--- src/rtl/core_dispatch_if.sv ---
// Bundles the thread request/response, ALU and memory buses of core_dispatch.
// The slave side is the dispatcher. The master side is the thread front-ends together with the ALU and the memory.
interface core_dispatch_if #(
  parameter int N_THREADS = 4,
  parameter int WORD_W    = 32
);
  logic [N_THREADS-1:0]        req_valid;
  logic [2*N_THREADS-1:0]      req_sel;
  logic [N_THREADS*WORD_W-1:0] req_ctrl;
  logic [N_THREADS*WORD_W-1:0] req_in0;
  logic [N_THREADS*WORD_W-1:0] req_in1;
  logic [N_THREADS-1:0]        rsp_valid;
  logic                        rsp_err;
  logic [WORD_W-1:0]           rsp_data;
  logic [WORD_W-1:0]           alu_ctrl;
  logic [WORD_W-1:0]           alu_in0;
  logic [WORD_W-1:0]           alu_in1;
  logic [WORD_W-1:0]           alu_out;
  logic                        mem_req;
  logic                        mem_write_en;
  logic [WORD_W-1:0]           mem_addr;
  logic [WORD_W-1:0]           mem_din;
  logic                        mem_ready;
  logic [WORD_W-1:0]           mem_dout;

  modport master (
    output req_valid, req_sel, req_ctrl, req_in0, req_in1, alu_out, mem_ready, mem_dout,
    input  rsp_valid, rsp_err, rsp_data, alu_ctrl, alu_in0, alu_in1,
           mem_req, mem_write_en, mem_addr, mem_din
  );

  modport slave (
    input  req_valid, req_sel, req_ctrl, req_in0, req_in1, alu_out, mem_ready, mem_dout,
    output rsp_valid, rsp_err, rsp_data, alu_ctrl, alu_in0, alu_in1,
           mem_req, mem_write_en, mem_addr, mem_din
  );
endinterface

--- src/rtl/core_dispatch.sv ---
// Round-robin dispatcher: grants one thread request at a time and routes it to the shared ALU or the memory port.
// Memory accesses have wait states and an optional timeout. The result is returned to the thread that made the request.
module core_dispatch #(
  parameter int N_THREADS   = 4,
  parameter int WORD_W      = 32,
  parameter int MEM_TIMEOUT = 255
) (
  input  logic           clk,
  input  logic           rst,
  core_dispatch_if.slave bus
);
  localparam int TID_W = (N_THREADS > 1) ? $clog2(N_THREADS) : 1;
  localparam int CNT_W = (MEM_TIMEOUT > 0) ? $clog2(MEM_TIMEOUT + 1) : 1;
  localparam logic [CNT_W-1:0] TIMEOUT_C = CNT_W'(MEM_TIMEOUT);
  localparam logic [1:0] SEL_ALU = 2'd0;
  localparam logic [1:0] SEL_MEM = 2'd1;

  typedef enum logic [1:0] {IDLE, EXEC, MEM_REQ, RESP} state_t;

  state_t               state_reg, state_next;
  logic [TID_W-1:0]     rr_ptr_reg, rr_next;
  logic [TID_W-1:0]     tid_reg, tid_next;
  logic [WORD_W-1:0]    ctrl_reg, in0_reg, in1_reg;
  logic [CNT_W-1:0]     cnt_reg, cnt_inc;
  logic [N_THREADS-1:0] rsp_valid_reg, rsp_valid_next;
  logic                 rsp_err_reg;
  logic [WORD_W-1:0]    rsp_data_reg;
  logic                 grant_found;
  logic [TID_W-1:0]     grant_tid;
  logic                 timeout_hit;
  int                   scan_idx;

  logic [1:0]        sel_arr  [N_THREADS];
  logic [WORD_W-1:0] ctrl_arr [N_THREADS];
  logic [WORD_W-1:0] in0_arr  [N_THREADS];
  logic [WORD_W-1:0] in1_arr  [N_THREADS];

  generate
    for (genvar gi = 0; gi < N_THREADS; gi++) begin : g_thread
      assign sel_arr[gi]        = bus.req_sel[2*gi +: 2];
      assign ctrl_arr[gi]       = bus.req_ctrl[gi*WORD_W +: WORD_W];
      assign in0_arr[gi]        = bus.req_in0[gi*WORD_W +: WORD_W];
      assign in1_arr[gi]        = bus.req_in1[gi*WORD_W +: WORD_W];
      assign rsp_valid_next[gi] = (state_next == RESP) && (tid_next == TID_W'(gi));
    end
  endgenerate

  // Scan downward so that the last hit is the first requester at or above rr_ptr.
  always_comb begin
    grant_found = 1'b0;
    grant_tid   = '0;
    scan_idx    = 0;
    for (int i = N_THREADS - 1; i >= 0; i--) begin
      scan_idx = int'(rr_ptr_reg) + i;
      if (scan_idx >= N_THREADS) scan_idx = scan_idx - N_THREADS;
      if (bus.req_valid[TID_W'(scan_idx)]) begin
        grant_found = 1'b1;
        grant_tid   = TID_W'(scan_idx);
      end
    end
  end

  assign tid_next    = (state_reg == IDLE) ? grant_tid : tid_reg;
  assign rr_next     = (tid_reg == TID_W'(N_THREADS - 1)) ? '0 : tid_reg + 1'b1;
  assign cnt_inc     = cnt_reg + 1'b1;
  assign timeout_hit = (MEM_TIMEOUT != 0) && (cnt_inc == TIMEOUT_C);

  always_ff @(posedge clk or negedge rst) begin
    if (!rst) state_reg <= IDLE;
    else      state_reg <= state_next;
  end

  always_comb begin
    state_next = state_reg;
    case (state_reg)
      IDLE: begin
        if (grant_found) begin
          case (sel_arr[grant_tid])
            SEL_ALU: state_next = EXEC;
            SEL_MEM: state_next = MEM_REQ;
            default: state_next = RESP;
          endcase
        end
      end
      EXEC:    state_next = RESP;
      MEM_REQ: if (bus.mem_ready || timeout_hit) state_next = RESP;
      RESP:    state_next = IDLE;
      default: state_next = IDLE;
    endcase
  end

  // Outputs decode the registered state only, so mem_req drops as soon as reset asserts.
  always_comb begin
    bus.alu_ctrl     = '0;
    bus.alu_in0      = '0;
    bus.alu_in1      = '0;
    bus.mem_req      = 1'b0;
    bus.mem_write_en = 1'b0;
    bus.mem_addr     = '0;
    bus.mem_din      = '0;
    case (state_reg)
      EXEC: begin
        bus.alu_ctrl = ctrl_reg;
        bus.alu_in0  = in0_reg;
        bus.alu_in1  = in1_reg;
      end
      MEM_REQ: begin
        bus.mem_req      = 1'b1;
        bus.mem_write_en = ctrl_reg[0];
        bus.mem_addr     = in0_reg;
        bus.mem_din      = in1_reg;
      end
      default: ;
    endcase
  end

  always_ff @(posedge clk or negedge rst) begin
    if (!rst) begin
      rr_ptr_reg    <= '0;
      tid_reg       <= '0;
      ctrl_reg      <= '0;
      in0_reg       <= '0;
      in1_reg       <= '0;
      cnt_reg       <= '0;
      rsp_valid_reg <= '0;
      rsp_err_reg   <= 1'b0;
      rsp_data_reg  <= '0;
    end else begin
      rsp_valid_reg <= rsp_valid_next;
      case (state_reg)
        IDLE: begin
          if (grant_found) begin
            tid_reg  <= grant_tid;
            ctrl_reg <= ctrl_arr[grant_tid];
            in0_reg  <= in0_arr[grant_tid];
            in1_reg  <= in1_arr[grant_tid];
            if (sel_arr[grant_tid] != SEL_ALU && sel_arr[grant_tid] != SEL_MEM) begin
              rsp_err_reg  <= 1'b1;
              rsp_data_reg <= '0;
            end
          end
        end
        EXEC: begin
          rsp_data_reg <= bus.alu_out;
          rsp_err_reg  <= 1'b0;
        end
        MEM_REQ: begin
          if (bus.mem_ready) begin
            rsp_data_reg <= ctrl_reg[0] ? '0 : bus.mem_dout;
            rsp_err_reg  <= 1'b0;
          end else begin
            cnt_reg <= cnt_inc;
            if (timeout_hit) begin
              rsp_data_reg <= '0;
              rsp_err_reg  <= 1'b1;
            end
          end
        end
        RESP: begin
          rr_ptr_reg <= rr_next;
          cnt_reg    <= '0;
        end
        default: ;
      endcase
    end
  end

  assign bus.rsp_valid = rsp_valid_reg;
  assign bus.rsp_err   = rsp_err_reg;
  assign bus.rsp_data  = rsp_data_reg;
endmodule

--- src/flat_wrapper.sv ---
// flat-port wrapper written by rule: the top's interface ports become plain ports
module core_dispatch_flat 
#(
  parameter int N_THREADS   = 4,
  parameter int WORD_W      = 32,
  parameter int MEM_TIMEOUT = 255
)
  (clk, rst, bus_req_valid, bus_req_sel, bus_req_ctrl, bus_req_in0, bus_req_in1, bus_alu_out, bus_mem_ready, bus_mem_dout, bus_rsp_valid, bus_rsp_err, bus_rsp_data, bus_alu_ctrl, bus_alu_in0, bus_alu_in1, bus_mem_req, bus_mem_write_en, bus_mem_addr, bus_mem_din);
  core_dispatch_if #(.N_THREADS(N_THREADS), .WORD_W(WORD_W)) bus_i ();
  input  logic clk;
  input  logic rst;
  input wire logic [$bits(bus_i.req_valid)-1:0] bus_req_valid;
  input wire logic [$bits(bus_i.req_sel)-1:0] bus_req_sel;
  input wire logic [$bits(bus_i.req_ctrl)-1:0] bus_req_ctrl;
  input wire logic [$bits(bus_i.req_in0)-1:0] bus_req_in0;
  input wire logic [$bits(bus_i.req_in1)-1:0] bus_req_in1;
  input wire logic [$bits(bus_i.alu_out)-1:0] bus_alu_out;
  input wire logic [$bits(bus_i.mem_ready)-1:0] bus_mem_ready;
  input wire logic [$bits(bus_i.mem_dout)-1:0] bus_mem_dout;
  output wire logic [$bits(bus_i.rsp_valid)-1:0] bus_rsp_valid;
  output wire logic [$bits(bus_i.rsp_err)-1:0] bus_rsp_err;
  output wire logic [$bits(bus_i.rsp_data)-1:0] bus_rsp_data;
  output wire logic [$bits(bus_i.alu_ctrl)-1:0] bus_alu_ctrl;
  output wire logic [$bits(bus_i.alu_in0)-1:0] bus_alu_in0;
  output wire logic [$bits(bus_i.alu_in1)-1:0] bus_alu_in1;
  output wire logic [$bits(bus_i.mem_req)-1:0] bus_mem_req;
  output wire logic [$bits(bus_i.mem_write_en)-1:0] bus_mem_write_en;
  output wire logic [$bits(bus_i.mem_addr)-1:0] bus_mem_addr;
  output wire logic [$bits(bus_i.mem_din)-1:0] bus_mem_din;
  assign bus_i.req_valid = bus_req_valid;
  assign bus_i.req_sel = bus_req_sel;
  assign bus_i.req_ctrl = bus_req_ctrl;
  assign bus_i.req_in0 = bus_req_in0;
  assign bus_i.req_in1 = bus_req_in1;
  assign bus_i.alu_out = bus_alu_out;
  assign bus_i.mem_ready = bus_mem_ready;
  assign bus_i.mem_dout = bus_mem_dout;
  assign bus_rsp_valid = bus_i.rsp_valid;
  assign bus_rsp_err = bus_i.rsp_err;
  assign bus_rsp_data = bus_i.rsp_data;
  assign bus_alu_ctrl = bus_i.alu_ctrl;
  assign bus_alu_in0 = bus_i.alu_in0;
  assign bus_alu_in1 = bus_i.alu_in1;
  assign bus_mem_req = bus_i.mem_req;
  assign bus_mem_write_en = bus_i.mem_write_en;
  assign bus_mem_addr = bus_i.mem_addr;
  assign bus_mem_din = bus_i.mem_din;
  core_dispatch #(.N_THREADS(N_THREADS), .WORD_W(WORD_W), .MEM_TIMEOUT(MEM_TIMEOUT)) u_core (.clk(clk), .rst(rst), .bus(bus_i));
endmodule
--- config.mk ---
export PLATFORM = sky130hd
export DESIGN_NAME = core_dispatch_flat
export DESIGN_NICKNAME = d
export VERILOG_FILES = /design/src/rtl/core_dispatch_if.sv /design/src/rtl/core_dispatch.sv /design/src/flat_wrapper.sv
export SDC_FILE = /design/constraint.sdc
export NUM_CORES = 1
export LEC_CHECK = 0
export CAP_MARGIN = 20
export CORE_AREA = 3 3 254 256
export CTS_CLUSTER_DIAMETER = 50
export DETAILED_ROUTE_END_ITERATION = 8
export DIE_AREA = 0 0 257 259
export SYNTH_ARGS = -nofsm -noshare
export SYNTH_HDL_FRONTEND = slang
export SYNTH_SLANG_ARGS = --single-unit
export TNS_END_PERCENT = 100
--- constraint.sdc ---
create_clock -name clk -period 3.42 [get_ports clk]
set_input_delay 0.342 -clock clk [delete_from_list [all_inputs] [get_ports clk]]
set_output_delay 0.342 -clock clk [all_outputs]
set_load 0.05 [all_outputs]
==> Flow_metrics.wiki, run 1 <==
{| class="wikitable"
! Metric !! Value
|-
| Core area || around 63,000 µm²
|-
| Final worst hold slack || around 360 ps
|-
| Global-route congestion overflow total || 0
|-
| Sw Ratio || 0.524
|-
| Pin count of the biggest net entering global routing || 104
|-
| Deepest level of the CTS H-tree || 4
|-
| Termination of the worst setup path || bus_mem_din[17]
|-
| Vertical die dimension || between 200 and 300 µm
|-
| Part of the total power dissipated in the clock network || 0.129
|-
| Drc violations || 0
|-
| Yosys cell types || a little under 50
|-
| Post-CTS setup repair buffer count || 0
|-
| Wire length of the first global-routing pass || around 76,000 µm
|-
| Setup crit start || u_core.state_reg[0]
|-
| Yosys warns || 0
|-
| Number of buffers inserted by hold repair at cts || 1
|-
| Maximum achievable frequency || ~0.3 GHz
|-
| Post-Synthesis Net Count || roughly 1,900
|-
| Synthesized instance count || roughly 1,400
|-
| Setup slack, reg-to-reg || ~600 ps
|-
| Root buf cell || sky130_fd_sc_hd__clkbuf_16
|-
| Category of the most critical setup path || flip-flop to primary output
|-
| Drt wl/cell || 17.9 µm
|-
| Ratio of total power to cell area || about 860 nW/µm²
|-
| Unrepaired setup endpoints after global routing || false
|-
| Worst clock skew || about 15 ps
|-
| Data arrival, critical path || about 2900 ps
|-
| Power share of the combinational group || 0.667
|-
| TritonCTS buffer count || 17
|-
| Clock period minus worst slack || roughly 3200 ps
|-
| Highest net fanout along the worst path || 31
|-
| Final ANT Viol Nets || 0
|-
| # resized after CTS || 0
|-
| Internal Power || between 0.007 and 0.008 W
|-
| CTS tree || done
|-
| Worst slew margin relative to its limit || 0.384
|-
| Top Ports || around 660
|-
| Ratio of cells with drive above 1 in the final layout || 0.0411
|-
| Crit start category || flip-flop
|-
| Class of the worst hold path || input pin to asynchronous set/reset pin
|-
| P_leak || about 8 nW
|-
| Share of flip-flops with an asynchronous set or reset after synthesis || 1.00
|-
| # Max-Cap Violations || 0
|-
| Final Max Tran Viols || 0
|-
| Count of final hold-check violations || 0
|-
| Number of input and output port buffers inserted || around 660
|-
| DR vias/cell || 4.19
|-
| Die Outline Area || 66,600 µm²
|-
| Most used flip-flop cell after synthesis || sky130_fd_sc_hd__dfrtp_1
|-
| Routability congestion estimate from global placement || 0.931
|-
| Layout area overhead || 79.4%
|-
| Starting Density || 0.165
|-
| Count of flip-flops with a built-in enable after synthesis || 0
|-
| Clock-pin slew of the registers on the worst-case setup and hold paths || approximately 70 ps
|-
| Clock Sinks || approximately 150
|-
| Switching power || 0.00833 W
|-
| Number of placement rows || 92
|-
| Worst-Skew Late Latency || 480 ps
|-
| Count of TritonRoute iterations in the first routing pass || 5
|-
| Initial detailed-routing violation count || between 700 and 800
|-
| Sequential-to-total area share from yosys stat || 0.355
|-
| Number of storage elements in the synthesis netlist || between 100 and 150
|-
| Critical Path End Type || primary output
|-
| Accumulated negative setup slack || 0 ps
|-
| Nets || around 2,500
|-
| Outcome || finished clean
|-
| Netlist area before placement || a little over 10,000 µm²
|-
| Worst supply voltage drop on vdd || approximately 0.46 mV
|-
| Vias in the first global route || approximately 12,000
|-
| X dimension of the die || between 200 and 300 µm
|-
| Final period util || 0.947
|-
| Number of antenna violations at the first check in global routing || 4
|-
| Total Wirelength || just over 50,000 µm
|-
| Vias after detailed routing || approximately 12,000
|-
| Reg-to-reg critical path endpoint || u_core.bus.rsp_data[15]
|-
| Global-route usage over all layers || 0.150
|-
| Maximum root-to-sink buffer count || 2
|-
| Actual slew at the worst max-slew pin || between 900 and 1000 ps
|-
| Required time of the worst setup path || roughly 3100 ps
|-
| Sequential share of power || 0.204
|-
| Mapped Avg Cell Area || between 7 and 8 µm²
|-
| DPL Wire Length || 41,100 µm
|-
| Final setup violation count || 0
|-
| Depth of the worst register-to-register path || 9
|-
| Origin of the critical flop-to-flop path || u_core.cnt_reg[0]
|}
layout make-up:
class                      instances  area [µm²]
timing repair buffer             693        6980
antenna                            2        5.00
inverter                          11        41.3
multi-input combinational       1136        6190
clock inverter                    13         173
fill                            6643       44200
tap                              846        1060
sequential                       147        3680
clock buffer                      19         443
per-stage QoR:
stage                      util  setup WS (ps)  total power (W)  std cells  cell area (µm²)
final                     0.296            183           0.0159       2867            18600
after global routing      0.296           10.5           0.0170       2865            18600
after CTS                 0.296           80.1           0.0162       2865            18600
after detailed placement  0.286            397           0.0140       2832            17900
after global placement    0.286            495           0.0139       2832            17900
after floorplan               -           1010          0.00988       1411            10400
per-layer routing:
metal / track usage / part of all wire / vias to the layer above
met5: 0 / 0.00033 / -
li1: - / - / 5895
met2: 0.255 / 0.49 / 457
met3: 0.0356 / 0.066 / 46
met1: 0.185 / 0.42 / 5609
met4: 0.0487 / 0.022 / 2
cell families after synthesis:
kind of cell / share of synthesized area
flops: 0.355
xor+xnor: 0.000846
buf+inv: 0.0520
mux: 0.0805
compound gates: 0.146
simple gates: 0.356
fa+ha+maj: 0.00967
power by group through the flow:
stage	Combinational [W]	Sequential [W]	Clock, W
floorplan	0.00620	0.00369	0
global placement	0.0106	0.00326	0
detailed placement	0.0107	0.00329	0
CTS	0.0107	0.00327	0.00215
global route	0.0114	0.00338	0.00222
finish	0.0106	0.00324	0.00204
cells in the mapped netlist (all sizes together), types with 2 or more instances:
cell      n  area, µm²
a21oi     3       26.3
mux2i    45        450
a22oi    32        240
o211ai    2       20.0
and2    162       1010
inv      10       37.5
a32o      6       60.1
o21ai   162        811
dfrtp   147       3680
nor4      3       18.8
o31ai     5       37.5
nand4     4       25.0
mux2     34        383
a211oi    2       15.0
a211o     2       17.5
ha        8        100
nand3b    2       15.0
nor2b    36        225
nor3      5       25.0
buf      37        196
and3b     2       17.5
nand3    83        415
nand2   490       1840
o221ai   22        193
a21boi    2       15.0
nand2b    2       12.5
clkbuf   80        300
nor2      7       26.3
layout by cell type (no fill, tap or decap), types with 3 or more instances in the layout:
cell type / instances
sky130_fd_sc_hd__mux2i_1: 45
sky130_fd_sc_hd__o221ai_1: 22
sky130_fd_sc_hd__clkdlybuf4s50_1: 654
sky130_fd_sc_hd__nand2_1: 488
sky130_fd_sc_hd__inv_1: 10
sky130_fd_sc_hd__clkbuf_16: 17
sky130_fd_sc_hd__nand4_1: 4
sky130_fd_sc_hd__inv_6: 3
sky130_fd_sc_hd__nand3_1: 83
sky130_fd_sc_hd__nor3_1: 5
sky130_fd_sc_hd__bufinv_16: 3
sky130_fd_sc_hd__mux2_2: 4
sky130_fd_sc_hd__nor4_1: 3
sky130_fd_sc_hd__mux2_1: 30
sky130_fd_sc_hd__buf_12: 11
sky130_fd_sc_hd__o21ai_0: 162
sky130_fd_sc_hd__nor2b_1: 36
sky130_fd_sc_hd__clkinvlp_4: 3
sky130_fd_sc_hd__a32o_1: 6
sky130_fd_sc_hd__nor2_1: 7
sky130_fd_sc_hd__buf_4: 26
sky130_fd_sc_hd__a22oi_1: 32
sky130_fd_sc_hd__and2_1: 161
sky130_fd_sc_hd__dfrtp_1: 147
sky130_fd_sc_hd__ha_1: 6
sky130_fd_sc_hd__o31ai_1: 5
how the worst min path moves through the flow:
stage               from                      to  cells after the start
detailed placement   rst      u_core.ctrl_reg[0]                      1
CTS                  rst      u_core.ctrl_reg[0]                      2
global placement     rst      u_core.ctrl_reg[9]                      1
finish               rst      u_core.ctrl_reg[0]                      2
floorplan            rst  u_core.bus.rsp_data[0]                      0
global route         rst      u_core.ctrl_reg[0]                      2
critical path, cell delays in order (launching register included):
cell,delay (ps)
sky130_fd_sc_hd__dfrtp_1,450
sky130_fd_sc_hd__inv_1,180
sky130_fd_sc_hd__ha_4,520
sky130_fd_sc_hd__buf_12,240
sky130_fd_sc_hd__and2_1,190
sky130_fd_sc_hd__clkdlybuf4s50_1,820
(Power assumes the default switching activity.)
==> run 2, diff against run 1 <==
--- a/config.mk
+++ b/config.mk
@@ -6,10 +6,11 @@
 export NUM_CORES = 1
 export LEC_CHECK = 0
 export CAP_MARGIN = 20
-export CORE_AREA = 3 3 254 256
+export CORE_AREA = 3 3 253 255
 export CTS_CLUSTER_DIAMETER = 50
 export DETAILED_ROUTE_END_ITERATION = 8
-export DIE_AREA = 0 0 257 259
+export DIE_AREA = 0 0 256 258
+export SLEW_MARGIN = 20
 export SYNTH_ARGS = -nofsm -noshare
 export SYNTH_HDL_FRONTEND = slang
 export SYNTH_SLANG_ARGS = --single-unit
==> constraint.sdc (replaced) <==
create_clock -name clk -period 2.97 [get_ports clk]
set_input_delay 0.297 -clock clk [delete_from_list [all_inputs] [get_ports clk]]
set_output_delay 0.297 -clock clk [all_outputs]
set_load 0.05 [all_outputs]
==> run 2 against run 1 <==
  * Combinational power rose by 13%
  * First-iteration DRC count fell by 4.9%
  * Sequential share of layout area rose by 0.12 points
  * Sequential cell count did not move
  * Register-to-register slack got worse by 300 ps
  * Worst hold slack got worse by 62 ps
  * Highest routed layer is now met4
==> Flow_metrics.wiki, run 2 (synthesis results as in run 1) <==
{| class="wikitable"
! Metric !! Value
|-
| Layout Cell Area excl Fill || 18,500 µm² (-0.61%)
|-
| Most frequent standard cell in the layout excluding fill and tap cells || sky130_fd_sc_hd__clkdlybuf4s50_1
|-
| Count of final hold-check violations || 0 (unchanged)
|-
| Ratio of total power to cell area || 983 nW/µm² (+15%)
|-
| Met1 Wirelength || 21,200 µm (-1.7%)
|-
| Worst slew margin relative to its limit || 0.535 (+0.150)
|-
| Routability congestion estimate from global placement || 0.953 (+2.4%)
|-
| Number of placement rows || 91 (-1.1%)
|-
| Deepest level of the CTS H-tree || 4 (unchanged)
|-
| Cell-by-cell listing of the critical path || inv_1 -> ha_4 -> buf_12 -> and2_1 -> clkdlybuf4s50_1
|-
| DPL Wire Length || 39,700 µm (-3.3%)
|-
| Cell area after placement || 17,800 µm² (-0.59%)
|-
| Required time of the worst setup path || 2670 ps (-410 ps)
|-
| Worst supply voltage drop on vdd || 0.439 mV (-3.8%)
|-
| Ratio of cells with drive above 1 in the final layout || 0.0845 (+0.0434)
|-
| Class of the worst hold path || input pin to asynchronous set/reset pin
|-
| Initial detailed-routing violation count || 721 (-4.9%)
|-
| Largest stage delay on the critical path || 790 ps (-30 ps)
|-
| Top Ports || 662 (unchanged)
|-
| Final period util || 0.959
|-
| Vias in the first global route || 12,200 (+1.2%)
|-
| Die Outline Area || 66,000 µm² (-0.77%)
|-
| Data arrival, critical path || 2550 ps (-350 ps)
|-
| Wire length of the first global-routing pass || 75,200 µm (-0.48%)
|-
| Final ANT Viol Nets || 0 (unchanged)
|-
| Number of input and output port buffers inserted || 661 (unchanged)
|-
| Clock-pin slew of the registers on the worst-case setup and hold paths || 70 ps (about the same)
|-
| Global-route congestion overflow total || 0 (unchanged)
|-
| Vias after detailed routing || 12,100 (+0.52%)
|-
| Global-route usage over all layers || 0.149 (-0.000685)
|-
| Clock period minus worst slack || 2850 ps
|-
| Count of TritonRoute iterations in the first routing pass || 6 (+1)
|-
| Core area || 61,800 µm² (-1.5%)
|-
| X dimension of the die || 256 µm (-0.39%)
|-
| Crit start category || flip-flop
|-
| Worst clock skew || 7.50 ps (-7.20 ps)
|-
| Worst-Skew Late Latency || 460 ps (-20 ps)
|-
| Layout area overhead || 78.3%
|-
| Outcome || finished clean
|-
| Total Wirelength || 51,200 µm (-0.47%)
|-
| Critical Path End Type || primary output
|-
| Category of the most critical setup path || flip-flop to primary output
|-
| Vertical die dimension || 258 µm (-0.39%)
|-
| Unrepaired setup endpoints after global routing || false
|-
| P_leak || 8.50 nW (+9.3%)
|-
| Final Max Tran Viols || 0 (unchanged)
|-
| Maximum achievable frequency || ~0.35 GHz
|-
| Clock Sinks || 147 (unchanged)
|-
| Maximum root-to-sink buffer count || 2 (unchanged)
|-
| Accumulated negative setup slack || 0 ps (unchanged)
|-
| DR vias/cell || 4.22 (+0.67%)
|-
| Final setup violation count || 0 (unchanged)
|-
| CTS tree || done
|-
| TritonCTS buffer count || 17 (unchanged)
|-
| Highest net fanout along the worst path || 61 (+97%)
|-
| Pin count of the biggest net entering global routing || 115 (+11%)
|-
| Number of antenna violations at the first check in global routing || 2 (-2)
|-
| Cell with the biggest individual delay on the critical path || sky130_fd_sc_hd__clkdlybuf4s50_1
|-
| Met2 routed WL || 25,000 µm (-1.3%)
|-
| Root buf cell || sky130_fd_sc_hd__clkbuf_16
|-
| Actual slew at the worst max-slew pin || 698 ps (-225 ps)
|-
| Uppermost routed layer || met4
|-
| Amount of wire on met3 after detailed routing || 3570 µm (+5.5%)
|-
| # fillers || 6,603 (-0.60%)
|-
| Drc violations || 0 (unchanged)
|-
| Starting Density || 0.167 (+0.00243)
|-
| Drt wl/cell || 17.9 µm (-0.34%)
|-
| Commonest cells after routing, fill and taps aside || sky130_fd_sc_hd__clkdlybuf4s50_1 (508), sky130_fd_sc_hd__nand2_1 (488), sky130_fd_sc_hd__o21ai_0 (162)
|-
| # Max-Cap Violations || 0 (unchanged)
|-
| Nets || 2,483 (+0.24%)
|}
## run 2: changes by cell type in the layout (fill, tap and decap cells not counted), sizes merged
cell / change
clkdlybuf4s50: -146
clkinv: +1
inv: -2
dlygate4sd2: +43
buf: +89
dlymetal6s2s: +20
## run 2: worst paths after layout
kind                                     start                 endpoint  slack, ps  cells after the start
min in group clk           u_core.ctrl_reg[21]      u_core.ctrl_reg[21]        470                      2
hold reg to reg            u_core.ctrl_reg[21]      u_core.ctrl_reg[21]        470                      2
max in group asynchronous                  rst       u_core.in0_reg[13]       1800                      3
setup / recovery           u_core.state_reg[1]          bus_alu_ctrl[0]        120                      5
setup reg to reg             u_core.cnt_reg[0]  u_core.bus.rsp_data[31]        290                      9
hold / removal                             rst       u_core.ctrl_reg[0]        300                      2
## run 2: area by class of cell
cell class                 instances  area (µm²)  area share
clock buffer                      19         443      0.0240
antenna                            2        5.00    0.000271
tap                              837        1050      0.0567
multi-input combinational       1136        6190       0.335
inverter                          11        41.3     0.00224
clock inverter                    12         154     0.00834
timing repair buffer             699        6900       0.374
sequential                       147        3680       0.199
## run 2: routing by layer
layer	vias to the layer above	global-route usage
met5	-	0
met4	0	0.0562
met3	53	0.0409
met2	516	0.251
met1	5596	0.181
li1	5907	-
## run 2: report_power, final
part / leakage (nW) / internal [W] / switching (W)
registers: 1.87 / 0.00297 / 0.000834
clock network: 0.286 / 0.00134 / 0.000944
logic: 6.35 / 0.00425 / 0.00780
## run 2: per-stage QoR
step,setup slack [ps],power [W],util,std cells,hold slack (ps)
after floorplan,561,0.0114,-,1411,1.41
after global placement,223,0.0160,0.288,2828,206
after detailed placement,169,0.0162,0.288,2828,204
after CTS,19.9,0.0185,0.298,2861,245
after global routing,0.899,0.0194,0.298,2861,282
final,122,0.0181,0.298,2863,300
## run 2: what timing repair did
action	4_1_cts	5_1_grt
gates resized for setup	43	20
hold buffers	1	0
setup buffers	1	0
pin swaps	0	0
setup endpoints to repair	54	20
endpoints found under the hold margin	28	0
## run 2: critical path: cells and delay by family (launching register included)
kind,cells,cell delay [ps]
AND/OR/NAND/NOR,1,170
buffers and inverters,3,1230
flip-flops,1,440
adder cells (fa/ha/maj),1,210
==> RTL edit (settings of run 1) <==
Encoding of `state_t`: now one-hot (4 bits for 4 states).
--- a/src/rtl/core_dispatch.sv
+++ b/src/rtl/core_dispatch.sv
@@ -15,7 +15,7 @@
   localparam logic [1:0] SEL_ALU = 2'd0;
   localparam logic [1:0] SEL_MEM = 2'd1;
 
-  typedef enum logic [1:0] {IDLE, EXEC, MEM_REQ, RESP} state_t;
+  typedef enum logic [3:0] {IDLE = 4'b0001, EXEC = 4'b0010, MEM_REQ = 4'b0100, RESP = 4'b1000} state_t;
 
   state_t               state_reg, state_next;
   logic [TID_W-1:0]     rr_ptr_reg, rr_next;
Behaviour: no difference found for any inputs over 4 cycles, from zero or initial values and one cycle with rst low; so few cycles prove little.
==> RTL edit against run 1 <==
Wire length is 4.7% higher. Final area is 1.7% lower. Total power is 23% lower. Sequential cell count is 2 higher. Area after synthesis is 4.7% lower. Cell count is 9.1% lower. Sequential power is 2% lower. Maximum frequency is 1.7% higher. Largest cell class unchanged. Clock power is 2% lower. First-iteration DRC count is 24% lower. Die area stayed put. Combinational power is 33% lower. Critical path type unchanged. Worst setup slack better by 54 ps.
==> RTL edit: results (changes against run 1) <==
Setup path:
- The data arrival time of the worst path is 2840 ps (-60 ps).
- The largest fanout of any net on the critical path is 43 (+39%).
- The end of the worst register-to-register path is u_core.bus.rsp_data[24].
- The beginning of the worst register-to-register path is u_core.state_reg[0].
- The depth of the worst register-to-register path was 7 (-2).
- The reg-to-reg setup timing slack was 550 ps (-40 ps).

Final layout:
- The share of cells above drive strength 1 came to 0.0552 (+0.0141).
- The number of filler cells placed in the layout is 6,597 (-0.69%).
- The final-stage net count was 2,211 (-11%).

Clock network:
- The clock transition at the registers of the reported paths is 70 ps (about the same).
- The root buffer selected by CTS is clkbuf_16.
- The insertion delay to the later sink of the worst-skew pair is 470 ps.
- The number of buffers added by the clock tree synthesis step came to 17 (unchanged).

Place:
- The post-detailed-placement half-perimeter wirelength came to 42.5 mm (+3.5%).
- The placer's final routability congestion estimate is 0.924 (-0.71%).

Synth:
- The sequential-to-total area share from yosys stat is 0.378 (+0.0228).
- After synthesis, the cell types taking the most area are dfrtp_1 38%, and2_1 11%, mux2i_1 8.7%, nand2_1 6.4%, a311oi_1 4.7%.
- The synthesized netlist net count is 1,593 (-15%).
- The Yosys warning count is 0 (unchanged).
- The most used flip-flop cell after synthesis is dfrtp_1.
- By count the netlist is led by 168 x nand2_1, 167 x and2_1, 148 x dfrtp_1, 86 x mux2i_1, 68 x clkbuf_1.
- The number of distinct library cell variants in the gate-level netlist after synthesis is 53 (+8.2%).

Timing:
- The setup skew after layout came to 12.0 ps (-2.66 ps).
- The worst slew slack as a fraction of its limit was 0.538 (+0.154).

GRT:
- The global-route wire length before repair is 78.0 mm (+3.2%).
- The number of global-route vias before repair was 11,975 (-0.25%).
- The initial antenna violation count is 9 (+5).
- The total global-route track usage came to 0.156 (+0.00650).
- The maximum number of pins on one net before global-route repair is 79 (-24%).

Detailed routing:
- The number of optimization iterations in the first detailed-route pass is 5 (unchanged).
- The number of design-rule violations left by the first detailed-router iteration came to 573 (-24%).
- The vias after detailed routing was 11,467 (-4.5%).
- The total wirelength of the detailed-routed design is 53.8 mm (+4.7%).

Power:
- The peak supply drop came to 0.000374 V (-18%).
- The switching power of the nets is 0.00570 W (-31%).
- The leakage power is 7.69 nW (-1.1%).

Status:
- The run finished with clean final reports.

Worst hold path:
- The tightest min-delay check is of the input port to async pin type.
[RTL edit: critical path: stages, from the launching register on]
cell and delay (ps):
dfrtp_1 470, nor4b_4 300, buf_4 420, and2_1 270, clkdlybuf4s50_1 860
[RTL edit: area by class of cell]
type | count | area share
Timing Repair Buffer | 707 | 0.389
Multi-Input combinational cell | 834 | 0.308
Sequential cell | 149 | 0.204
Tap cell | 846 | 0.0580
Clock buffer | 19 | 0.0248
Clock inverter | 13 | 0.00802
Inverter | 36 | 0.00740
Antenna cell | 3 | 0.000411
[RTL edit: worst max path at each step]
stage,start,to,slack (ps),depth (start not counted)
2_1_floorplan,u_core.state_reg[1],bus_mem_din[22],1160,3
3_3_place_gp,bus_req_valid[3],u_core.in1_reg[28],460,8
3_5_place_dp,bus_req_valid[3],u_core.in1_reg[28],370,8
4_1_cts,u_core.state_reg[3],bus_alu_in1[7],10,4
5_1_grt,u_core.state_reg[1],bus_mem_din[5],110,4
6_report,u_core.state_reg[1],bus_mem_din[5],240,4
[RTL edit: per-layer routing]
metal	wire length, um	global-route usage
met4	1540	0.0586
met3	4190	0.0453
met2	27300	0.277
met1	20700	0.177
met5	61	0
[RTL edit: timing repair]
action | CTS | global route
setup endpoints to repair | 0 | 5
resized for setup | 0 | 4
hold buffers | 1 | 0
hold endpoints to repair | 65 | 0
[RTL edit: logic make-up after synthesis]
logic type      after synthesis  share of synthesized area
xor+xnor                      1                   0.000888
buf+inv                     144                     0.0599
simple gates                435                      0.233
fa+ha+maj                     3                    0.00381
compound gates              308                      0.236
flops                       149                      0.378
mux                          87                     0.0884
[RTL edit: stage by stage]
step / power [W] / instances / cell area (sq um) / hold WS [ps] / setup WS [ps]
floorplan: 0.00732 / 1127 / 9860 / 46.4 / 1160
global placement: 0.0102 / 2571 / 17600 / 396 / 457
detailed placement: 0.0104 / 2571 / 17600 / 407 / 371
CTS: 0.0125 / 2604 / 18200 / 434 / 14.3
global route: 0.0131 / 2606 / 18300 / 478 / 113
finish: 0.0123 / 2607 / 18300 / 459 / 237
[RTL edit: power groups by stage]
stage               combinational, W  sequential (W)  clock (W)
floorplan                    0.00419         0.00313          0
global placement             0.00706         0.00318          0
global route                 0.00766         0.00327    0.00216
detailed placement           0.00719         0.00320          0
finish                       0.00710         0.00319    0.00199
CTS                          0.00720         0.00318    0.00210
